--- src/rtl/hazard_ctrl_pkg.sv ---
// Shared pipeline types: forwarding selects, result-source encodings and the
// multi-cycle scoreboard state, plus the forwarding priority helper.
package riscv_pipe_pkg;

    typedef enum logic [1:0] {
        FWD_NONE = 2'b00,
        FWD_W    = 2'b01,
        FWD_M    = 2'b10
    } fwd_sel_t;

    localparam logic [1:0] RESULT_SRC_LOAD = 2'b01;

    typedef enum logic {
        MC_IDLE = 1'b0,
        MC_BUSY = 1'b1
    } mc_state_t;

    // The memory stage holds the younger value, so it wins over writeback.
    function automatic fwd_sel_t fwdSelect(input logic       regWriteM,
                                           input logic [4:0] rdM,
                                           input logic       regWriteW,
                                           input logic [4:0] rdW,
                                           input logic [4:0] rsE);
        fwd_sel_t sel;
        sel = FWD_NONE;
        if (regWriteM && (rdM != 5'd0) && (rdM == rsE)) begin
            sel = FWD_M;
        end else if (regWriteW && (rdW != 5'd0) && (rdW == rsE)) begin
            sel = FWD_W;
        end
        return sel;
    endfunction

endpackage

--- src/rtl/hazard_ctrl_if.sv ---
// Bundle of pipeline fields seen by the hazard controller and the stall,
// flush, forwarding and status signals it returns.
interface hazard_ctrl_if #(parameter int CNT_W = 32);

    logic [4:0]       rs1_D, rs2_D, rd_D;
    logic             mc_op_D;
    logic [4:0]       rs1_E, rs2_E, rd_E;
    logic [1:0]       resultSrc_E;
    logic             mc_start_E;
    logic             pcSrc_E;
    logic [4:0]       rd_M, rd_W;
    logic             regWrite_M, regWrite_W;
    logic             mc_done;
    logic             stall_F, stall_D;
    logic             flush_D, flush_E;
    logic [1:0]       forwardA_E, forwardB_E;
    logic             mc_busy;
    logic             mc_error;
    logic [CNT_W-1:0] stall_cnt, flush_cnt;

    modport master (
        output rs1_D, rs2_D, rd_D, mc_op_D, rs1_E, rs2_E, rd_E, resultSrc_E,
               mc_start_E, pcSrc_E, rd_M, rd_W, regWrite_M, regWrite_W, mc_done,
        input  stall_F, stall_D, flush_D, flush_E, forwardA_E, forwardB_E,
               mc_busy, mc_error, stall_cnt, flush_cnt
    );

    modport slave (
        input  rs1_D, rs2_D, rd_D, mc_op_D, rs1_E, rs2_E, rd_E, resultSrc_E,
               mc_start_E, pcSrc_E, rd_M, rd_W, regWrite_M, regWrite_W, mc_done,
        output stall_F, stall_D, flush_D, flush_E, forwardA_E, forwardB_E,
               mc_busy, mc_error, stall_cnt, flush_cnt
    );

endinterface

--- src/rtl/hazard_ctrl_mc_scoreboard.sv ---
// One-entry scoreboard for the multi-cycle EX unit: tracks the in-flight
// destination register and aborts with a sticky error if the unit hangs.
module mc_scoreboard
    import riscv_pipe_pkg::*;
#(
    parameter int MC_TIMEOUT = 64
) (
    input  logic       clk,
    input  logic       reset,
    input  logic       mcStart_i,
    input  logic [4:0] rdE_i,
    input  logic       mcDone_i,
    output logic       mcBusy_o,
    output logic [4:0] mcRd_o,
    output logic       mcError_o
);

    localparam logic [9:0] TIMER_LAST = 10'(MC_TIMEOUT - 1);

    mc_state_t  state_q, state_d;
    logic [4:0] mcRd_q, mcRd_d;
    logic [9:0] timer_q, timer_d;
    logic       error_q, error_d;

    always_ff @(posedge clk or posedge reset) begin
        if (reset) begin
            state_q <= MC_IDLE;
            mcRd_q  <= 5'd0;
            timer_q <= 10'd0;
            error_q <= 1'b0;
        end else begin
            state_q <= state_d;
            mcRd_q  <= mcRd_d;
            timer_q <= timer_d;
            error_q <= error_d;
        end
    end

    // A completion that lands on the final timer cycle counts as success.
    always_comb begin
        state_d = state_q;
        mcRd_d  = mcRd_q;
        timer_d = timer_q;
        error_d = error_q;
        if (state_q == MC_IDLE) begin
            if (mcStart_i) begin
                state_d = MC_BUSY;
                mcRd_d  = rdE_i;
                timer_d = 10'd0;
            end
        end else begin
            if (mcStart_i) begin
                error_d = 1'b1;
            end
            if (mcDone_i) begin
                state_d = MC_IDLE;
            end else if (timer_q == TIMER_LAST) begin
                state_d = MC_IDLE;
                error_d = 1'b1;
            end else begin
                timer_d = timer_q + 10'd1;
            end
        end
    end

    assign mcBusy_o  = (state_q == MC_BUSY);
    assign mcRd_o    = mcRd_q;
    assign mcError_o = error_q;

endmodule

--- src/rtl/hazard_ctrl.sv ---
// Pipeline hazard controller: EX forwarding, load-use / launch / scoreboard
// bubbles, branch flushes and saturating stall/flush event counters.
module hazard_ctrl
    import riscv_pipe_pkg::*;
#(
    parameter int MC_TIMEOUT = 64,
    parameter int CNT_W      = 32
) (
    input logic         clk,
    input logic         reset,
    hazard_ctrl_if.slave bus
);

    logic             mcBusy;
    logic [4:0]       mcRd;
    logic             mcError;
    logic             loadUseHaz, launchHaz, sbHaz, anyHaz;
    logic             bubble;
    logic [CNT_W-1:0] stallCnt_q, stallCnt_d;
    logic [CNT_W-1:0] flushCnt_q, flushCnt_d;

    mc_scoreboard #(.MC_TIMEOUT(MC_TIMEOUT)) u_scoreboard (
        .clk       (clk),
        .reset     (reset),
        .mcStart_i (bus.mc_start_E),
        .rdE_i     (bus.rd_E),
        .mcDone_i  (bus.mc_done),
        .mcBusy_o  (mcBusy),
        .mcRd_o    (mcRd),
        .mcError_o (mcError)
    );

    assign bus.forwardA_E = fwdSelect(bus.regWrite_M, bus.rd_M, bus.regWrite_W, bus.rd_W, bus.rs1_E);
    assign bus.forwardB_E = fwdSelect(bus.regWrite_M, bus.rd_M, bus.regWrite_W, bus.rd_W, bus.rs2_E);

    assign loadUseHaz = (bus.resultSrc_E == RESULT_SRC_LOAD) && (bus.rd_E != 5'd0) &&
                        ((bus.rd_E == bus.rs1_D) || (bus.rd_E == bus.rs2_D));
    assign launchHaz  = bus.mc_start_E && (bus.rd_E != 5'd0) &&
                        ((bus.rd_E == bus.rs1_D) || (bus.rd_E == bus.rs2_D) || (bus.rd_E == bus.rd_D));
    // Structural, RAW and WAW against the in-flight multi-cycle destination.
    assign sbHaz      = mcBusy && (bus.mc_op_D ||
                        ((mcRd != 5'd0) &&
                         ((mcRd == bus.rs1_D) || (mcRd == bus.rs2_D) || (mcRd == bus.rd_D))));
    assign anyHaz     = loadUseHaz || launchHaz || sbHaz;

    // A taken branch makes the decode instruction wrong-path, so no bubble.
    assign bubble      = anyHaz && !bus.pcSrc_E;
    assign bus.stall_F = bubble;
    assign bus.stall_D = bubble;
    assign bus.flush_D = bus.pcSrc_E;
    assign bus.flush_E = bus.pcSrc_E || bubble;

    assign bus.mc_busy  = mcBusy;
    assign bus.mc_error = mcError;

    always_ff @(posedge clk or posedge reset) begin
        if (reset) begin
            stallCnt_q <= '0;
            flushCnt_q <= '0;
        end else begin
            stallCnt_q <= stallCnt_d;
            flushCnt_q <= flushCnt_d;
        end
    end

    always_comb begin
        stallCnt_d = stallCnt_q;
        flushCnt_d = flushCnt_q;
        if (bubble && (stallCnt_q != '1)) begin
            stallCnt_d = stallCnt_q + 1'b1;
        end
        if (bus.pcSrc_E && (flushCnt_q != '1)) begin
            flushCnt_d = flushCnt_q + 1'b1;
        end
    end

    assign bus.stall_cnt = stallCnt_q;
    assign bus.flush_cnt = flushCnt_q;

endmodule

--- src/flat_wrapper.sv ---
// flat-port wrapper written by rule: the top's interface ports become plain ports
module hazard_ctrl_flat import riscv_pipe_pkg::*;
#(
    parameter int MC_TIMEOUT = 64,
    parameter int CNT_W      = 32
)
  (clk, reset, bus_rs1_D, bus_rs2_D, bus_rd_D, bus_mc_op_D, bus_rs1_E, bus_rs2_E, bus_rd_E, bus_resultSrc_E, bus_mc_start_E, bus_pcSrc_E, bus_rd_M, bus_rd_W, bus_regWrite_M, bus_regWrite_W, bus_mc_done, bus_stall_F, bus_stall_D, bus_flush_D, bus_flush_E, bus_forwardA_E, bus_forwardB_E, bus_mc_busy, bus_mc_error, bus_stall_cnt, bus_flush_cnt);
  hazard_ctrl_if #(.CNT_W(CNT_W)) bus_i ();
  input logic clk;
  input logic reset;
  input wire logic [$bits(bus_i.rs1_D)-1:0] bus_rs1_D;
  input wire logic [$bits(bus_i.rs2_D)-1:0] bus_rs2_D;
  input wire logic [$bits(bus_i.rd_D)-1:0] bus_rd_D;
  input wire logic [$bits(bus_i.mc_op_D)-1:0] bus_mc_op_D;
  input wire logic [$bits(bus_i.rs1_E)-1:0] bus_rs1_E;
  input wire logic [$bits(bus_i.rs2_E)-1:0] bus_rs2_E;
  input wire logic [$bits(bus_i.rd_E)-1:0] bus_rd_E;
  input wire logic [$bits(bus_i.resultSrc_E)-1:0] bus_resultSrc_E;
  input wire logic [$bits(bus_i.mc_start_E)-1:0] bus_mc_start_E;
  input wire logic [$bits(bus_i.pcSrc_E)-1:0] bus_pcSrc_E;
  input wire logic [$bits(bus_i.rd_M)-1:0] bus_rd_M;
  input wire logic [$bits(bus_i.rd_W)-1:0] bus_rd_W;
  input wire logic [$bits(bus_i.regWrite_M)-1:0] bus_regWrite_M;
  input wire logic [$bits(bus_i.regWrite_W)-1:0] bus_regWrite_W;
  input wire logic [$bits(bus_i.mc_done)-1:0] bus_mc_done;
  output wire logic [$bits(bus_i.stall_F)-1:0] bus_stall_F;
  output wire logic [$bits(bus_i.stall_D)-1:0] bus_stall_D;
  output wire logic [$bits(bus_i.flush_D)-1:0] bus_flush_D;
  output wire logic [$bits(bus_i.flush_E)-1:0] bus_flush_E;
  output wire logic [$bits(bus_i.forwardA_E)-1:0] bus_forwardA_E;
  output wire logic [$bits(bus_i.forwardB_E)-1:0] bus_forwardB_E;
  output wire logic [$bits(bus_i.mc_busy)-1:0] bus_mc_busy;
  output wire logic [$bits(bus_i.mc_error)-1:0] bus_mc_error;
  output wire logic [$bits(bus_i.stall_cnt)-1:0] bus_stall_cnt;
  output wire logic [$bits(bus_i.flush_cnt)-1:0] bus_flush_cnt;
  assign bus_i.rs1_D = bus_rs1_D;
  assign bus_i.rs2_D = bus_rs2_D;
  assign bus_i.rd_D = bus_rd_D;
  assign bus_i.mc_op_D = bus_mc_op_D;
  assign bus_i.rs1_E = bus_rs1_E;
  assign bus_i.rs2_E = bus_rs2_E;
  assign bus_i.rd_E = bus_rd_E;
  assign bus_i.resultSrc_E = bus_resultSrc_E;
  assign bus_i.mc_start_E = bus_mc_start_E;
  assign bus_i.pcSrc_E = bus_pcSrc_E;
  assign bus_i.rd_M = bus_rd_M;
  assign bus_i.rd_W = bus_rd_W;
  assign bus_i.regWrite_M = bus_regWrite_M;
  assign bus_i.regWrite_W = bus_regWrite_W;
  assign bus_i.mc_done = bus_mc_done;
  assign bus_stall_F = bus_i.stall_F;
  assign bus_stall_D = bus_i.stall_D;
  assign bus_flush_D = bus_i.flush_D;
  assign bus_flush_E = bus_i.flush_E;
  assign bus_forwardA_E = bus_i.forwardA_E;
  assign bus_forwardB_E = bus_i.forwardB_E;
  assign bus_mc_busy = bus_i.mc_busy;
  assign bus_mc_error = bus_i.mc_error;
  assign bus_stall_cnt = bus_i.stall_cnt;
  assign bus_flush_cnt = bus_i.flush_cnt;
  hazard_ctrl #(.MC_TIMEOUT(MC_TIMEOUT), .CNT_W(CNT_W)) u_core (.clk(clk), .reset(reset), .bus(bus_i));
endmodule
--- config.mk ---
export PLATFORM = sky130hd
export DESIGN_NAME = hazard_ctrl_flat
export DESIGN_NICKNAME = d
export VERILOG_FILES = /design/src/rtl/hazard_ctrl_pkg.sv /design/src/rtl/hazard_ctrl_if.sv /design/src/rtl/hazard_ctrl_mc_scoreboard.sv /design/src/rtl/hazard_ctrl.sv /design/src/flat_wrapper.sv
export SDC_FILE = /design/constraint.sdc
export NUM_CORES = 1
export LEC_CHECK = 0
export CORE_MARGIN = 2
export CORE_UTILIZATION = 30
export DETAILED_ROUTE_END_ITERATION = 12
export HOLD_SLACK_MARGIN = 0.06
export MAX_ROUTING_LAYER = met4
export SYNTH_ARGS = -nofsm -noshare
export SYNTH_HDL_FRONTEND = slang
export SYNTH_SLANG_ARGS = --single-unit
--- constraint.sdc ---
create_clock -name clk -period 6.1 [get_ports clk]
set_clock_uncertainty 0.05 [all_clocks]
set_input_delay 0.61 -clock clk [delete_from_list [all_inputs] [get_ports clk]]
set_output_delay 0.61 -clock clk [all_outputs]
set_load 0.05 [all_outputs]
# After elaboration in Yosys (flattened, before gate mapping)
# Index checks and enable logic that the tools add are counted.
# Widths: inputs -> output; s select.
[word_totals] romBits=0 latchBits=0 ramBits=0 word_cells=72 mem_count=0 output_inout_bits=74 in_bits=50 ff_bits=81
[op_classes] magnitude_cmp=0 n_reduce_logical=31 div_mod_pow=0 n_bitwise=1 n_mul=0 shift=0 n_mux=15 n_eq_ne=16 add_sub_neg=3
[ops] cell="$add 32x1->32 const B" count=2
[ops] cell="$ne 32x32->1 const B" count=2
[ops] cell="$eq 5x5->1" count=10
[ops] cell="$mux 10" count=4
[ops] cell="$reduce_bool 5->1" count=4
[ops] cell="$logic_and 1x1->1" count=15
[ops] cell="$add 10x1->10 const B" count=1
[ops] cell="$eq 10x6->1 const B" count=1
[ops] cell="$mux 1" count=9
[ops] cell="$logic_or 1x1->1" count=8
[ops] cell="$mux 2" count=2
[ops] cell="$ne 2x2->1 const B" count=2
[ops] cell="$reduce_and 3->1" count=1
[ops] cell="$eq 2x1->1 const B" count=1
[ops] cell="$reduce_and 2->1" count=1
[ops] cell="$reduce_bool 2->1" count=1
[ops] cell="$logic_not 1->1" count=1
[ops] cell="$not 1->1" count=1

# Depth between registers and ports, before layout
[depth] word_depth=9 mapped_depth=9 depth_no_buf=7

# By module
# Synthesis repeated with hierarchy kept, for this count alone.
[unflattened] hier_cells=456 area_unflattened_um2=4712.0
[by_module_without_submodules] module="hazard_ctrl" cells_each=378 instances=1 area_per_inst_um2=3862.5
[by_module_without_submodules] module="mc_scoreboard" cells_each=78 instances=1 area_per_inst_um2=849.6

# Worst setup path before layout
# OpenSTA, ideal clock, no wires.
[synth_timing] path_kind="input-to-output" startpoint="input port bus_rd_M[0]" endpoint="output port bus_forwardB_E[0]" cell_stages=4 arrival_time_ns=3.187 slack_ns=2.253 path_cell_list="or4_1 -> o21ai_0 -> nor4_1 -> nor4_1"
[synth_between] elab_chain_cells=4 word_cells_on_any_way=5
[synth_lines] item="start, declared" line="flat_wrapper.sv:21" text="input wire logic [$bits(bus_i.rd_M)-1:0] bus_rd_M;"
[synth_lines] item="$reduce_bool 5->1" line="hazard_ctrl_pkg.sv:26" text="if (regWriteM && (rdM != 5'd0) && (rdM == rsE)) begin"
[synth_lines] item="$logic_and 1x1->1" line="hazard_ctrl_pkg.sv:26"
[synth_lines] item="$logic_and 1x1->1 *" line="hazard_ctrl_pkg.sv:26"
[synth_lines] item="$mux 2 *" line="hazard_ctrl_pkg.sv:26"
[synth_lines] item="end, declared" line="flat_wrapper.sv:31" text="output wire logic [$bits(bus_i.forwardB_E)-1:0] bus_forwardB_E;"
# Mark *: on every way between the ends. The rest lies on a longest branch, timed or not.

# Final worst setup path
[layout_timing] startpoint="input port bus_rd_E[3]" endpoint="output port bus_stall_D"
[layout_between] elab_chain_cells=7 word_cells_on_any_way=13
[layout_lines] item="start, declared" line="flat_wrapper.sv:17" text="input wire logic [$bits(bus_i.rd_E)-1:0] bus_rd_E;"
[layout_lines] item="$eq 5x5->1" line="hazard_ctrl.sv:37, hazard_ctrl.sv:39"
[layout_lines] item="$logic_or 1x1->1" line="hazard_ctrl.sv:37, hazard_ctrl.sv:39"
[layout_lines] item="$logic_or 1x1->1" line="hazard_ctrl.sv:39" text="((bus.rd_E == bus.rs1_D) || (bus.rd_E == bus.rs2_D) || (bus.rd_E == bus.rd_D));"
[layout_lines] item="$logic_and 1x1->1" line="hazard_ctrl.sv:38" text="assign launchHaz = bus.mc_start_E && (bus.rd_E != 5'd0) &&"
[layout_lines] item="$logic_or 1x1->1 * (2 in series)" line="hazard_ctrl.sv:44" text="assign anyHaz = loadUseHaz || launchHaz || sbHaz;"
[layout_lines] item="$logic_and 1x1->1 *" line="hazard_ctrl.sv:47" text="assign bubble = anyHaz && !bus.pcSrc_E;"
[layout_lines] item="end, declared" line="flat_wrapper.sv:27" text="output wire logic [$bits(bus_i.stall_D)-1:0] bus_stall_D;"
# Marked as above.

==> flow_summary.json <==
{
  "cp_data_required_time_ns": 5.44,
  "critPathMaxFanout": 17,
  "path_class": "input port to primary output",
  "dp_cells": 751,
  "grtUsageTotal": 0.151,
  "fin_area_um2": 6180,
  "maxCapViolCount": 0,
  "p_leak_nw": 2.67,
  "ir_worst_vdd_mv": 0.180,
  "fmax_ghz": 0.253,
  "vias": 3843,
  "insertion_delay_ns": 0.33,
  "first_pass_iters": 4,
  "drv_slew": 0,
  "postRouteAntennaNets": 0,
  "die_area_um2": 15900,
  "synthXorXnorAreaFrac": 0.225,
  "synthAdderAreaFrac": 0.00838,
  "vias_per_cell": 5.02,
  "cts_htree_levels": 3,
  "die_h_um": 126,
  "num-nets-final": 631,
  "p_per_area_nw_per_um2": 278,
  "antenna_found_initial": 0,
  "ys_types": 41,
  "cts_tree": "yes",
  "cts_hold_buf": 0,
  "drt-initial-drc-count": 235,
  "yosysSeqAreaShare": 0.452,
  "whs_path_depth": 1,
  "syn_area_um2": 4480,
  "grt_pass1_wl_um": 19100,
  "antenna_cells": 0,
  "hold_violations": 0,
  "worst-r2r-cell-count": 6,
  "critPathSlowestCell": "clkdlybuf4s50_1",
  "start_util": 0.307,
  "hold_path_class": "register to register",
  "grt_max_degree": 82,
  "netlist_instances": 458,
  "syn-num-nets": 511,
  "hold_ws_ns": 0.432,
  "syn-mean-instance-area_um2": 9.79,
  "dieWidth_um": 126,
  "register_area_um2": 2030,
  "postRouteWirelength_um": 11400,
  "async_flop_share": 1.00,
  "wl_per_cell_um": 14.9,
  "relSlewSlack": 0.303,
  "place_congestion": 0.861,
  "core-area_um2": 14600,
  "cp_data_arrival_time_ns": 3.29,
  "end_kind": "primary output",
  "multi_input_area_um2": 2360,
  "fin_crit_sh": 0.647,
  "status": "finished clean",
  "cts_root_buf": "clkbuf_16",
  "rows": 44,
  "worst_path_largest_cell_delay_ns": 0.79,
  "hpwl_um": 8600,
  "crit_family": "buffers and inverters",
  "synth_compound_area_frac": 0.0229,
  "yosys_warnings": 0,
  "io_pins": 124,
  "numClockSinks": 81,
  "rsz0062_at_grt": "no",
  "postLayoutCoreUtil": 0.423,
  "yosys.area_share.simple": 0.264,
  "synth_edf_count": 0,
  "numCtsBuffers": 9,
  "cts_setup_buffers": 0,
  "tightest_slew_ns": 1.05,
  "path_buf_inv": 4,
  "cts.repair.resized": 0,
  "ys.flop_type": "dfrtp_1",
  "synth_top_family_by_area": "simple AND/OR/NAND/NOR gates",
  "drive_gt1_frac": 0.0515,
  "portBuffers": 123,
  "cp_cell_sequence": "clkdlybuf4s50_1 -> xor2_1 -> nor4_1 -> nand3_1 -> a31oi_1 -> o21bai_2 -> buf_4 -> inv_1 -> clkdlybuf4s50_1",
  "fill_cells": 1390,
  "area_delta_synth_final_pct": 37.9,
  "cp_num_cells": 9,
  "final.min_clock_period_ns": 3.95,
  "clk_path_buf_depth": 2,
  "crit_path_frequent_cell": "clkdlybuf4s50_1",
  "grt_pass1_vias": 3884,
  "setup-tns-final_ns": 0,
  "overflow": 0,
  "fin_cells": 766,
  "clk_pin_slew_ns": 0.05,
  "start_kind": "input port",
  "synth_mux_area_frac": 0.00754,
  "setup_viol": 0,
  "ys_seq_elements": 81,
  "dpl-instance-area_um2": 5880,
  "drc": 0
}
==> layout by cell type, fill, tap and decap left out, types with 17 or more instances in the layout <==
master / netlist / routed
clkdlybuf4s50_1: 0 / 123
dfrtp_1: 81 / 81
xor2_1: 73 / 73
nand2_1: 48 / 48
xnor2_1: 42 / 42
nand3_1: 40 / 40
nor3_1: 27 / 27
nand4_1: 22 / 22
nor2_1: 19 / 19
nor4_1: 17 / 17
==> synth_stat cells (2+ instances only) <==
master | count | share of area
dfrtp_1 | 81 | 0.45
xor2_1 | 73 | 0.14
nand2_1 | 48 | 0.040
xnor2_1 | 42 | 0.082
nand3_1 | 40 | 0.045
nor3_1 | 27 | 0.030
nand4_1 | 22 | 0.031
nor2_1 | 19 | 0.016
nor4_1 | 17 | 0.024
and3_1 | 13 | 0.018
clkbuf_1 | 11 | 0.0092
o21ai_0 | 9 | 0.010
or4_1 | 6 | 0.010
and4_1 | 4 | 0.0078
inv_1 | 4 | 0.0033
nand2b_1 | 4 | 0.0056
a31oi_1 | 3 | 0.0042
and2_1 | 3 | 0.0042
ha_1 | 3 | 0.0084
or2_2 | 3 | 0.0042
buf_2 | 2 | 0.0022
buf_4 | 2 | 0.0033
mux2_2 | 2 | 0.0050
nor2b_1 | 2 | 0.0028
or3_1 | 2 | 0.0028
==> per-layer routing <==
metal	wire [µm]	global-route usage	up-vias
li1	-	-	1843
met1	5220	0.191	1856
met2	5370	0.240	120
met3	583	0.0263	24
met4	250	0.0601	0
met5	0	-	-
==> where the power goes <==
part           total (mW)  switching [mW]  leakage (nW)  internal (mW)
registers           0.678          0.0843          1.09          0.594
logic               0.501           0.312          1.43          0.189
clock network       0.542           0.206         0.148          0.336
total                1.72           0.602          2.67           1.12
==> area by class of cell <==
| class | count | area share |
|---|---|---|
| sequential | 81 | 0.328 |
| clock inverter | 3 | 0.00648 |
| inverter | 4 | 0.00263 |
| multi-input combinational | 357 | 0.382 |
| tap | 184 | 0.0373 |
| clock buffer | 12 | 0.0415 |
| timing repair buffer | 125 | 0.202 |
==> flip-flops by register name, indices dropped and copies added (netlist names) <==
signal                         cells
u_core.bus.flush_cnt              32
u_core.u_scoreboard.mcRd_o         5
u_core.u_scoreboard.mcError_o      1
u_core.u_scoreboard.mcBusy_o       1
u_core.u_scoreboard.timer_q       10
u_core.bus.stall_cnt              32
==> logic make-up (layout without fill, tap and decap cells) <==
| group | after synthesis | in the layout |
|---|---|---|
| DFF | 81 | 81 |
| buffers and inverters | 20 | 144 |
| AOI/OAI and AO/OA | 17 | 17 |
| xor gates and xnor gates | 115 | 115 |
| and+or+nand+nor | 219 | 219 |
| muxes | 3 | 3 |
| adders and majority gates | 3 | 3 |
==> final timing paths <==
check,from,end,slack [ns]
setup / recovery,bus_rd_E[3],bus_stall_D,2.15
hold / removal,u_core.u_scoreboard.mcError_o$_DFFE_PP0P_,u_core.u_scoreboard.mcError_o$_DFFE_PP0P_,0.43
setup reg to reg,u_core.bus.stall_cnt[18]$_DFFE_PP0P_,u_core.bus.stall_cnt[1]$_DFFE_PP0P_,3.09
hold reg to reg,u_core.u_scoreboard.mcError_o$_DFFE_PP0P_,u_core.u_scoreboard.mcError_o$_DFFE_PP0P_,0.43
max in group asynchronous,reset,u_core.bus.flush_cnt[19]$_DFFE_PP0P_,4.44
min in group asynchronous,reset,u_core.bus.stall_cnt[16]$_DFFE_PP0P_,0.88
==> per-stage QoR <==
stage / power [mW] / setup slack [ns]
floorplan: 0.993 / 2.25
global placement: 1.19 / 2.18
detailed placement: 1.19 / 2.17
CTS: 1.74 / 2.16
global route: 1.80 / 2.00
finish: 1.72 / 2.15
Power figures use the tool's default switching activity.
